<file path="config.mk">
export PLATFORM = sky130hd
export DESIGN_NAME = canvas_write_sequencer
export DESIGN_NICKNAME = d
export VERILOG_FILES = /design/src/rtl/canvas_pkg.sv /design/src/rtl/sweep_counter.sv /design/src/rtl/canvas_write_sequencer.sv
export SDC_FILE = /design/constraint.sdc
export NUM_CORES = 1
export LEC_CHECK = 0
export CORE_MARGIN = 5
export CORE_UTILIZATION = 57
export CTS_BUF_LIST = sky130_fd_sc_hd__clkbuf_4 sky130_fd_sc_hd__clkbuf_8 sky130_fd_sc_hd__clkbuf_16
export DETAILED_ROUTE_END_ITERATION = 6
export PLACE_DENSITY = 0.81
export SETUP_SLACK_MARGIN = 0.2
export SYNTH_ARGS = -nofsm -noshare
export SYNTH_HDL_FRONTEND = slang
export SYNTH_SLANG_ARGS = --single-unit
</file>
<file path="constraint.sdc">
create_clock -name clk -period 4 [get_ports clk]
set_input_delay 0.8 -clock clk [delete_from_list [all_inputs] [get_ports clk]]
set_output_delay 0.8 -clock clk [all_outputs]
set_load 0.01 [all_outputs]
</file>
<file path="src/rtl/canvas_pkg.sv">
// canvas_pkg: shared types, canvas geometry and clipping helper for the write sequencer
package canvas_pkg;
  localparam int CANVAS_W = 200;
  localparam int CANVAS_H = 200;
  localparam int MAX_RADIUS = 3;
  localparam int COLOR_W = 3;
  localparam int COORD_W = 8;
  localparam int SW = 10;
  typedef logic signed [SW-1:0] scoord_t;
  localparam scoord_t W_S = scoord_t'(CANVAS_W);
  localparam scoord_t H_S = scoord_t'(CANVAS_H);
  localparam scoord_t ONE_S = scoord_t'(1);
  typedef enum logic {CMD_PAINT, CMD_CLEAR} cmd_t;
  typedef enum logic [1:0] {ST_IDLE, ST_PAINT, ST_CLEAR} seq_state_t;
  function automatic logic on_canvas(scoord_t x, scoord_t y);
    return !x[SW-1] && !y[SW-1] && x < W_S && y < H_S;
  endfunction
endpackage

</file>
<file path="src/rtl/sweep_counter.sv">
// sweep_counter: raster x/y counter with programmable signed bounds; exposes next position
module sweep_counter
  import canvas_pkg::*;
(
  input  logic    clk,
  input  logic    reset_n,
  input  logic    load,
  input  logic    en,
  input  scoord_t xs,
  input  scoord_t xe,
  input  scoord_t ys,
  input  scoord_t ye,
  output scoord_t nx,
  output scoord_t ny,
  output logic    step,
  output logic    wrap,
  output logic    last
);
  scoord_t x_q, y_q, xs_q, xe_q, ye_q;
  scoord_t x_d, y_d, xs_d, xe_d, ye_d;
  logic adv;
  always_comb begin
    wrap = x_q == xe_q;
    last = wrap && y_q == ye_q;
    adv = en && !last;
    step = load || adv;
    x_d = load ? xs : adv ? (wrap ? xs_q : x_q + ONE_S) : x_q;
    y_d = load ? ys : (adv && wrap) ? y_q + ONE_S : y_q;
    xs_d = load ? xs : xs_q;
    xe_d = load ? xe : xe_q;
    ye_d = load ? ye : ye_q;
    nx = x_d;
    ny = y_d;
  end
  always_ff @(posedge clk or negedge reset_n) begin
    if (!reset_n) begin
      x_q <= '0;
      y_q <= '0;
      xs_q <= '0;
      xe_q <= '0;
      ye_q <= '0;
    end else begin
      x_q <= x_d;
      y_q <= y_d;
      xs_q <= xs_d;
      xe_q <= xe_d;
      ye_q <= ye_d;
    end
  end
endmodule

</file>
<file path="src/rtl/canvas_write_sequencer.sv">
// canvas_write_sequencer: expands paint/clear commands into clipped one-pixel-per-clock write strobes
module canvas_write_sequencer
  import canvas_pkg::*;
(
  input  logic                              clk,
  input  logic                              reset_n,
  input  logic                              req_valid,
  output logic                              req_ready,
  input  logic                              req_cmd,
  input  logic [COORD_W-1:0]                req_x,
  input  logic [COORD_W-1:0]                req_y,
  input  logic [$clog2(MAX_RADIUS+1)-1:0]   req_size,
  input  logic [COLOR_W-1:0]                req_color,
  output logic                              brush,
  output logic [COORD_W-1:0]                wx,
  output logic [COORD_W-1:0]                wy,
  output logic [COLOR_W-1:0]                newColor,
  output logic                              busy,
  output logic                              done
);
  seq_state_t state_q, state_d;
  logic brush_q, brush_d, busy_q, busy_d, done_q, done_d;
  logic [COORD_W-1:0] wx_q, wx_d, wy_q, wy_d;
  logic [COLOR_W-1:0] color_q, color_d;
  logic accept, run, clr, step, wrap, last;
  scoord_t cx, cy, r, xs, xe, ys, ye, nx, ny;
  sweep_counter u_sweep (
    .clk(clk), .reset_n(reset_n), .load(accept), .en(run),
    .xs(xs), .xe(xe), .ys(ys), .ye(ye),
    .nx(nx), .ny(ny), .step(step), .wrap(wrap), .last(last)
  );
  // Outputs register the counter's next position so the first strobe lands right after accept.
  always_comb begin
    accept = req_valid && state_q == ST_IDLE;
    run = state_q != ST_IDLE;
    clr = cmd_t'(req_cmd) == CMD_CLEAR;
    cx = scoord_t'(req_x);
    cy = scoord_t'(req_y);
    r = scoord_t'(req_size);
    xs = clr ? '0 : cx - r;
    xe = clr ? W_S - ONE_S : cx + r;
    ys = clr ? '0 : cy - r;
    ye = clr ? H_S - ONE_S : cy + r;
    state_d = accept ? (clr ? ST_CLEAR : ST_PAINT) : (run && last) ? ST_IDLE : state_q;
    brush_d = step && on_canvas(nx, ny);
    wx_d = brush_d ? nx[COORD_W-1:0] : wx_q;
    wy_d = brush_d ? ny[COORD_W-1:0] : wy_q;
    color_d = accept ? req_color : color_q;
    busy_d = step;
    done_d = run && last;
  end
  always_ff @(posedge clk or negedge reset_n) begin
    if (!reset_n) begin
      state_q <= ST_IDLE;
      brush_q <= 1'b0;
      wx_q <= '0;
      wy_q <= '0;
      color_q <= '0;
      busy_q <= 1'b0;
      done_q <= 1'b0;
    end else begin
      state_q <= state_d;
      brush_q <= brush_d;
      wx_q <= wx_d;
      wy_q <= wy_d;
      color_q <= color_d;
      busy_q <= busy_d;
      done_q <= done_d;
    end
  end
  assign req_ready = state_q == ST_IDLE;
  assign brush = brush_q;
  assign wx = wx_q;
  assign wy = wy_q;
  assign newColor = color_q;
  assign busy = busy_q;
  assign done = done_q;
endmodule

</file>
==> results.py, run 1 <==
metrics = {
    "status": {
        "status": "completed",
    },
    "clocking": {
        "cts_buffers": 9,
        "cts_root_buf": "clkbuf_8",
        "clkLatencyLatePin_ps": 350,
        "cts_tree": "built",
        "cts_max_path_buffers": 2,
        "cts_sinks": 71,
        "path_clk_slew_ps": 80,
        "h-tree-depth": 3,
    },
    "finish": {
        "design_area_sq_um": 5280,
        "layout-drive-gt1-share_pct": 16.9,
        "syn_to_final_growth_pct": 25.4,
        "n_antenna_cell": 0,
        "finalNetCount": 554,
    },
    "synthesis": {
        "synth.top_cells.by_count": "71 x dfrtp_1, 55 x nand2_1, 43 x nor2_1",
        "synth-seq-area-share_pct": 42.2,
        "yosysTopAreaCell": "dfrtp_1",
        "ys_warn_count": 0,
        "ys_types": 69,
        "synthFlopType": "dfrtp_1",
        "async_flop_share_pct": 100,
        "yosysMostFrequentCell": "dfrtp_1",
        "synthTopCellsByArea": "dfrtp_1 42%, xor2_1 5.8%, nand2_1 4.9%",
        "syn_area_sq_um": 4210,
        "synthCells": 439,
        "ys_ff_latch": 71,
        "synth_edf_count": 0,
        "syn_area_per_cell_sq_um": 9.59,
        "syn-num-nets": 478,
        "yosys.area.top_type_share_pct": 42.2,
    },
    "global_route": {
        "grt-ovfl-total": 0,
        "antenna_found_initial": 0,
        "grt_use_total_pct": 26.5,
        "grt_first_pass_wirelength_mm": 18.4,
        "grt_start_max_net_pins": 37,
        "grt_pass1_vias": 3660,
    },
    "setup_path": {
        "r2r-start": "state_q[1]",
        "critPathLaunch": "state_q[1]",
        "cp.arrival_ps": 3890,
        "cp.depth": 9,
        "ff2ff_setup_slack_ps": 350,
        "critical_path.max_fanout": 17,
        "cpLargestDelayFamily": "simple AND/OR/NAND/NOR gates",
        "cp.buffers_inverters": 1,
        "required_ps": 4240,
        "start_kind": "flop",
        "worstSetupPathType": "flop to flop",
        "critPathSlowestCell": "or3_4",
        "cp_cell_sequence": "or2_2 > inv_1 > nand2_1 > a32oi_1 > o311ai_0 > or3_4 > a211oi_4 > nand2_4 > mux2_4",
        "reg2reg_depth": 9,
        "critPathCaptureType": "flop",
        "max_stage_delay_ps": 470,
    },
    "pwr": {
        "max-vdd-ir-drop_uv": 136,
        "p_leak_nw": 2.34,
        "p_per_area_nw_per_um2": 291,
    },
    "detailed_routing": {
        "drt_first_iter_violations": 383,
        "ant_nets": 0,
        "drc": 0,
        "wl_mm": 11.2,
        "drt-pass1-iter-count": 6,
        "via_per_inst": 6.02,
        "via_count": 3724,
        "wl_per_cell_um": 18.1,
    },
    "timing": {
        "hold_slack_ps": 473,
        "fmax_mhz": 274,
        "fin_crit_ps": 3650,
        "slew_violations": 0,
        "slew_headroom_pct": 48.1,
        "setup-violations-final": 0,
        "worst_slew_pin_slew_ps": 778,
        "hold_viol": 0,
        "post-route-period-util_pct": 91.2,
        "rsz0062_at_grt": "no",
        "clock_skew_ps": 10.8,
    },
    "floorplanning": {
        "core-area_sq_um": 7210,
        "rows": 31,
        "die_w_um": 95.9,
        "io_pins": 48,
        "die-area_sq_um": 9200,
        "start_util_pct": 58.3,
        "die_height_um": 95.9,
    },
    "min_path": {
        "holdCritStartpoint": "u_sweep.xs_q[4]",
        "holdPathStages": 1,
        "hold_class": "flop to flop",
    },
    "placement": {
        "port_buffers": 47,
        "dp_hpwl_mm": 8.38,
        "place_area_sq_um": 4960,
        "gp_congestion": 0.957,
    },
    "flow_run": {
        "maxCapViolations": 0,
    },
}
[cells in the final DEF, fill, tap and decap left out, types with 4 or more instances in the layout]
cell type	count
inv_1	15
ha_1	8
mux2i_1	4
xor2_1	28
or3_1	4
dfrtp_1	71
a21oi_1	14
mux2_2	5
mux2_4	5
nand2_1	55
clkbuf_8	10
o22ai_1	6
and3_1	5
clkdlybuf4s50_1	42
a21o_1	5
nor2_1	43
nor4_1	9
o21ai_0	16
o31ai_1	6
xnor2_1	17
nand3_1	21
a31oi_1	8
nor3_1	4
buf_4	38
[power by group]
group          leakage [nW]  switching (W)  internal [W]
Sequential            0.888     0.00000982      0.000728
Combinational          1.34      0.0000879     0.0000770
Clock                 0.116       0.000269      0.000366
Total                  2.34       0.000367       0.00117
[routing by layer]
layer | GRT usage, % | vias up | share of wire (%)
met5 | 0 | - | 0
met4 | 10.4 | 0 | 2.3
met3 | 5.16 | 26 | 8.4
li1 | - | 1717 | -
met1 | 35.2 | 1791 | 41
met2 | 42.7 | 190 | 48
[cells by family (layout without fill, tap and decap cells)]
family | count (synthesis) | in the layout | share of synthesized area (%)
AO/OA/AOI/OAI | 90 | 90 | 15.5
XOR/XNOR | 46 | 46 | 9.75
adder cells (fa/ha/maj) | 14 | 14 | 4.88
buffers and inverters | 37 | 117 | 3.72
AND/OR/NAND/NOR | 167 | 168 | 20.0
flip-flops | 71 | 71 | 42.2
multiplexers | 14 | 14 | 3.98
[registers in the layout, summed over array words and instances (netlist names)]
signal / flops
state_q: 2
done: 1
wx: 8
brush: 1
u_sweep.xe_q: 9
busy: 1
u_sweep.ye_q: 9
wy: 8
u_sweep.xs_q: 9
newColor: 3
u_sweep.x_q: 10
u_sweep.y_q: 10
[area by class of cell]
class,instances,area [sq um]
Clock buffer,10,138
Timing Repair Buffer,85,757
Inverter,16,60.1
Fill cell,553,1940
Clock inverter,6,83.8
Sequential cell,71,1780
Tap cell,99,124
Multi-Input combinational cell,332,2340
[repair_timing]
item / CTS / global route
pin swaps: 7 / 12
endpoints found under the setup margin: 15 / 16
cloned: 1 / 0
hold buffers: 0 / 0
resized for setup: 6 / 12
buffers inserted: 3 / 1
[per-stage QoR]
stage | util (%) | power [W] | setup WS (ps) | TNS (ps) | std cells
after floorplan | - | 0.000824 | 399 | 0 | 439
after global placement | 68.7 | 0.000903 | -205 | -1950 | 598
after detailed placement | 68.7 | 0.000909 | -382 | -4790 | 598
after CTS | 72.4 | 0.00154 | 203 | 0 | 618
after global routing | 73.2 | 0.00159 | 211 | 0 | 619
final | 73.2 | 0.00154 | 352 | 0 | 619
[path summary, 6_finish.rpt]
kind	end
worst max-delay path	wy[1]
worst min-delay path	u_sweep.xs_q[4]
worst max register to register	wy[1]
worst min register to register	u_sweep.xs_q[4]
max in group asynchronous	u_sweep.ye_q[6]
min in group asynchronous	busy
Note: power is estimated with default switching activity, not from simulation.
==> run 2, diff against run 1 <==
- CELL_PAD_IN_SITES_DETAIL_PLACEMENT: default -> 1
- CELL_PAD_IN_SITES_GLOBAL_PLACEMENT: default -> 1
- CORE_UTILIZATION: 57 -> 44
- PLACE_DENSITY: 0.81 -> default
- PLACE_DENSITY_LB_ADDON: default -> 0.1
==> run 2 against run 1 <==
Die area up 26%. Global-route usage is 3.3 points lower. First-iteration DRC count down 33%. Sequential cell count is the same. Critical path depth increased by 4. Register-to-register slack gained 60 ps. Largest cell class unchanged. Largest power group unchanged. Highest routed layer unchanged.
==> results.py, run 2 (synthesis gave the netlist of run 1 again) <==
metrics = {
    "status": {
        "status": "completed",
    },
    "placement": {
        "dp_slack_ps": -333,
        "port_buffers": 47,
        "gp_congestion": 0.878,
        "place_area_sq_um": 5040,
        "dp_hpwl_mm": 9.69,
    },
    "setup_path": {
        "cpLargestDelayFamily": "simple AND/OR/NAND/NOR gates",
        "critPathSlowestCell": "or4b_4",
        "cp.buffers_inverters": 4,
        "worst_path_most_repeated_cell": "buf_4",
        "cp.depth": 13,
        "critPathCaptureType": "flop",
        "cp.arrival_ps": 3930,
        "critical_path.max_fanout": 7,
        "cp_cell_sequence": "dlygate4sd2_1 > ha_2 > fa_2 > buf_4 > buf_4 > nand4bb_1 > or4_1 > o311ai_1 > or4b_4 > a211oi_4 > buf_6 > nand2_8 > mux2_4",
        "max_stage_delay_ps": 560,
        "start_kind": "input pin",
        "required_ps": 4250,
        "worstSetupPathType": "input pin to flop",
        "reg2reg_depth": 10,
    },
    "floorplanning": {
        "die-area_sq_um": 11600,
        "rows": 35,
        "start_util_pct": 45.3,
        "io_pins": 48,
        "core-area_sq_um": 9280,
        "die_height_um": 108,
        "die_w_um": 108,
    },
    "timing": {
        "post-route-period-util_pct": 92.1,
        "clock_skew_ps": 14.5,
        "setup-violations-final": 0,
        "slew_headroom_pct": 58.5,
        "fin_crit_ps": 3680,
        "fmax_mhz": 272,
        "setup_slack_ps": 318,
        "hold_viol": 0,
        "rsz0062_at_grt": "no",
        "setup_tns_ps": 0,
        "worst_slew_pin_slew_ps": 615,
        "slew_violations": 0,
    },
    "finish": {
        "layout-drive-gt1-share_pct": 18.4,
        "final_cell_mix": "71 x dfrtp_1, 55 x nand2_1, 44 x buf_4, 43 x nor2_1, 42 x clkdlybuf4s50_1",
        "n_antenna_cell": 0,
        "finalNetCount": 562,
        "reg_top3": "u_sweep.x_q x10, u_sweep.y_q x10",
        "syn_to_final_growth_pct": 27.9,
        "design_area_sq_um": 5390,
        "final_common_cell": "dfrtp_1",
        "final_util_pct": 58.0,
    },
    "pwr": {
        "p_leak_nw": 2.36,
        "switching_share_pct": 26.8,
        "p_total_w": 0.00149,
        "max-vdd-ir-drop_uv": 123,
        "internal_power_w": 0.00109,
        "p_seq_share_pct": 49.4,
        "p_clk_share_pct": 39.3,
        "p_per_area_nw_per_um2": 277,
        "switchingPower_w": 0.000400,
        "combPwrFrac_pct": 11.3,
    },
    "clocking": {
        "cts_root_buf": "clkbuf_8",
        "cts_max_path_buffers": 2,
        "cts_sinks": 71,
        "path_clk_slew_ps": 90,
        "clkLatencyLatePin_ps": 350,
        "h-tree-depth": 3,
        "cts_buffers": 9,
        "cts_tree": "built",
    },
    "detailed_routing": {
        "via_count": 3735,
        "wl_met1_mm": 5.76,
        "via_per_inst": 5.68,
        "drt-pass1-iter-count": 4,
        "wl_met2_mm": 6.18,
        "ant_nets": 0,
        "wl_mm": 12.8,
        "route.met3.wl_um": 616,
        "wl_per_cell_um": 19.4,
        "drt_first_iter_violations": 255,
        "drc": 0,
        "top_layer_used": "met4",
    },
    "global_route": {
        "grt_start_max_net_pins": 48,
        "grt_first_pass_wirelength_mm": 20.9,
        "antenna_found_initial": 0,
        "grt-ovfl-total": 0,
        "grt_pass1_vias": 3863,
        "grt_use_total_pct": 23.2,
    },
    "flow_run": {
        "maxCapViolations": 0,
    },
    "min_path": {
        "hold_class": "input pin to asynchronous set/reset pin",
    },
}
-- run 2: changes by cell type in the layout (fill, tap and decap cells not counted), sizes merged --
cell / change
buf: +8
clkinvlp: +2
dlygate4sd2: +2
dlymetal6s2s: -2
bufinv: -1
clkbuf: -1
clkinv: -1
inv: +1
-- run 2: power by group through the flow --
stage	sequential [W]	clock, W	combinational, W
5_1_grt	0.000739	0.000626	0.000187
4_1_cts	0.000737	0.000590	0.000169
3_3_place_gp	0.000751	0	0.000159
6_report	0.000737	0.000588	0.000168
3_5_place_dp	0.000752	0	0.000165
2_1_floorplan	0.000749	0	0.0000741
-- run 2: path summary, 6_finish.rpt --
kind	start	to	slack, ps
hold reg to reg	newColor[1]	newColor[1]	480
hold / removal	reset_n	u_sweep.x_q[3]	430
setup reg to reg	u_sweep.x_q[3]	wx[0]	410
setup / recovery	req_size[0]	wx[0]	320
max in group asynchronous	reset_n	u_sweep.xs_q[7]	2530
min in group clk	newColor[1]	newColor[1]	480
-- run 2: layer usage --
| layer | up-vias | track usage (%) |
|---|---|---|
| li1 | 1734 | - |
| met1 | 1889 | 32.4 |
| met5 | - | 0 |
| met2 | 97 | 37.4 |
| met3 | 15 | 3.30 |
| met4 | 0 | 6.58 |
-- run 2: cell type report --
| cell class | instances | area [sq um] |
|---|---|---|
| fillers | 1062 | 3900 |
| repair buffers | 93 | 826 |
| well taps | 129 | 161 |
| inverters | 16 | 60.1 |
| clock inverters | 7 | 72.6 |
| clock buffers | 9 | 124 |
| multi-input cells | 332 | 2360 |
| flip-flops and latches | 71 | 1780 |
-- run 2: repair_timing --
action / CTS / global route
gates resized for setup: 15 / 8
setup buffers: 5 / 1
hold buffers: 0 / 0
gates cloned: 1 / 0
pin swaps: 9 / 6
endpoints found under the setup margin: 11 / 15
-- run 2: metrics by stage --
stage / cells / hold WS [ps]
2_1_floorplan: 439 / 439
3_3_place_gp: 634 / 452
3_5_place_dp: 634 / 465
4_1_cts: 656 / 437
5_1_grt: 657 / 468
6_report: 657 / 427
-- run 2: worst register-to-register path: cells and delay by family, from the launching register on --
kind / cells / cell delay (ps)
buf+inv: 1 / 180
simple gates: 5 / 1780
xor+xnor: 1 / 230
mux: 2 / 450
flops: 1 / 490
compound gates: 1 / 360
==> run 3, diff against run 2 <==
- ABC_AREA: default -> 1
- CORE_UTILIZATION: 44 -> 42
==> run 3 against run 2 <==
Worst hold slack improved by 5.4 ps. Clock skew about the same. Final area is 2.6% lower. Core utilization fell by 7.2 points. Clock power is 2% higher. Largest cell class unchanged. Highest routed layer unchanged.
==> results.py, run 3 <==
metrics = {
    "synthesis": {
        "synthTopCellsByArea": "dfrtp_1 40%, nand2_1 16%, inv_1 6.9%",
        "ys_ff_latch": 71,
        "ys_warn_count": 0,
        "synthCells": 608,
        "async_flop_share_pct": 100,
        "yosysTopAreaCell": "dfrtp_1",
        "yosysMostFrequentCell": "nand2_1",
        "synthFlopType": "dfrtp_1",
        "syn-num-nets": 647,
        "syn_area_sq_um": 4430,
        "syn_area_per_cell_sq_um": 7.29,
        "synth_edf_count": 0,
        "synth-seq-area-share_pct": 40.1,
        "yosys.area.top_type_share_pct": 40.1,
        "synth.top_cells.by_count": "188 x nand2_1, 82 x inv_1, 71 x dfrtp_1",
        "ys_types": 40,
    },
    "timing": {
        "slew_violations": 0,
        "rsz0062_at_grt": "no",
        "fmax_mhz": 300,
        "post-route-period-util_pct": 83.2,
        "hold_viol": 0,
        "slew_headroom_pct": 58.1,
        "setup-violations-final": 0,
        "setup_tns_ps": 0,
        "setup_slack_ps": 672,
        "fin_crit_ps": 3330,
        "worst_slew_pin_slew_ps": 623,
        "clock_skew_ps": 14.2,
    },
    "detailed_routing": {
        "wl_per_cell_um": 16.5,
        "ant_nets": 0,
        "wl_mm": 13.2,
        "via_count": 4174,
        "via_per_inst": 5.22,
        "drc": 0,
        "drt_first_iter_violations": 226,
        "drt-pass1-iter-count": 4,
    },
    "setup_path": {
        "cp.arrival_ps": 3640,
        "critical_path.max_fanout": 17,
        "max_stage_delay_ps": 480,
        "worstSetupPathType": "input pin to flop",
        "start_kind": "input pin",
        "critPathSlowestCell": "clkdlybuf4s50_1",
        "cpLargestDelayFamily": "simple AND/OR/NAND/NOR gates",
        "cp_cell_sequence": "clkdlybuf4s50_1 > inv_1 > ha_1 > or2_2 > nor2_1 > nand3_1 > nor3_1 > or2_2 > nand3_1 > nand2_1 > nand2_1 > nor2_1 > nand2_2 > nand3_4 > nand2_1 > nand2_1",
        "critPathCaptureType": "flop",
        "required_ps": 4310,
        "worst_path_most_repeated_cell": "nand2_1",
        "cp.buffers_inverters": 2,
    },
    "placement": {
        "dp_slack_ps": 285,
        "port_buffers": 47,
        "dp_hpwl_mm": 10.3,
        "placed_cells": 784,
        "gp_congestion": 0.873,
    },
    "floorplanning": {
        "start_util_pct": 43.0,
        "die_w_um": 113,
        "die_height_um": 113,
        "io_pins": 48,
        "rows": 37,
        "core-area_sq_um": 10300,
        "die-area_sq_um": 12700,
    },
    "min_path": {
        "hold_class": "input pin to asynchronous set/reset pin",
    },
    "finish": {
        "final_cell_mix": "188 x nand2_1, 82 x inv_1, 71 x dfrtp_1, 63 x nor2_1, 46 x clkdlybuf4s50_1",
        "n_antenna_cell": 0,
        "fill_cells": 1340,
        "finalNetCount": 698,
        "syn_to_final_growth_pct": 18.3,
        "layout-drive-gt1-share_pct": 6.63,
        "fin_cells": 800,
        "final_common_cell": "nand2_1",
        "reg_top3": "u_sweep.x_q x10, u_sweep.y_q x10",
    },
    "pwr": {
        "switching_share_pct": 25.6,
        "internal_power_w": 0.00106,
        "p_seq_share_pct": 50.5,
        "switchingPower_w": 0.000363,
        "max-vdd-ir-drop_uv": 162,
        "combPwrFrac_pct": 7.4,
        "p_per_area_nw_per_um2": 271,
        "p_leak_nw": 2.71,
        "p_clk_share_pct": 42.1,
    },
    "clocking": {
        "cts_tree": "built",
        "cts_max_path_buffers": 2,
        "cts_hold_buffers": 0,
        "cts_root_buf": "clkbuf_8",
        "h-tree-depth": 3,
        "cts_buffers": 9,
        "path_clk_slew_ps": 90,
        "cts_sinks": 71,
        "post_cts_buffers": 0,
        "cts_resized": 0,
        "clkLatencyLatePin_ps": 370,
    },
    "global_route": {
        "grt_start_max_net_pins": 49,
        "grt_use_total_pct": 21.9,
        "grt_pass1_vias": 4362,
        "antenna_found_initial": 0,
        "grt-ovfl-total": 0,
        "grt_first_pass_wirelength_mm": 22.4,
    },
    "status": {
        "status": "completed",
    },
    "flow_run": {
        "maxCapViolations": 0,
    },
}
==> run 3: power groups by stage <==
stage	clock network [W]	logic, W	registers [W]
floorplan	0	0.0000401	0.000732
finish	0.000597	0.000105	0.000717
global placement	0	0.000102	0.000731
detailed placement	0	0.000107	0.000731
global route	0.000645	0.000119	0.000717
CTS	0.000607	0.000107	0.000717
==> run 3: final cells by class <==
| class | instances | area (sq um) | share of cell area [%] |
|---|---|---|---|
| clock buffers | 10 | 131 | 2.51 |
| clock inverters | 6 | 68.8 | 1.31 |
| inverters | 86 | 323 | 6.16 |
| multi-input cells | 437 | 2260 | 43.0 |
| flip-flops and latches | 71 | 1780 | 33.9 |
| well taps | 136 | 170 | 3.25 |
| repair buffers | 54 | 518 | 9.88 |
==> run 3: logic make-up (layout without fill, tap and decap cells) <==
| family | Yosys count | after routing | share of synthesized area, % |
|---|---|---|---|
| and+or+nand+nor | 330 | 330 | 32.7 |
| AOI/OAI and AO/OA | 71 | 71 | 9.23 |
| adders and majority gates | 14 | 14 | 4.63 |
| DFF | 71 | 71 | 40.1 |
| xor gates and xnor gates | 22 | 22 | 4.35 |
| buffers and inverters | 100 | 156 | 9.06 |
==> run 3: worst reg2reg max path, delay by kind of cell, from the launching register on <==
| family | cells | cell delay, ps |
|---|---|---|
| compound gates | 2 | 400 |
| buf+inv | 1 | 130 |
| flops | 1 | 440 |
| simple gates | 12 | 2010 |
==> run 3: final timing paths <==
check | from | end | cells after the start | slack (ps)
worst max-delay path | req_size[1] | wy[1] | 16 | 670
worst min-delay path | reset_n | u_sweep.x_q[4] | 1 | 430
worst max register to register | u_sweep.x_q[8] | wy[1] | 15 | 940
worst min register to register | newColor[2] | newColor[2] | 2 | 480
max in group asynchronous | reset_n | u_sweep.x_q[2] | 2 | 2510
min in group clk | newColor[2] | newColor[2] | 2 | 480
==> run 3: through the flow <==
step	area (sq um)	hold slack [ps]	util [%]	total power, W
after CTS	5240	435	50.8	0.00143
final	5240	432	50.8	0.00142
after global placement	5040	461	48.9	0.000834
after floorplan	4430	446	-	0.000772
after detailed placement	5040	466	48.9	0.000838
after global routing	5240	469	50.8	0.00148
==> run 3: per-layer routing <==
layer  global-route usage, %  routed length, um  share of wire (%)  vias to the layer above
met2                    34.2               5940                 45                       78
met4                    8.01                250                1.9                        0
met5                       0                  0                  0                        -
met1                    31.6               6540                 50                     2034
met3                    2.30                458                3.5                       17
li1                        -                  -                  -                     2045
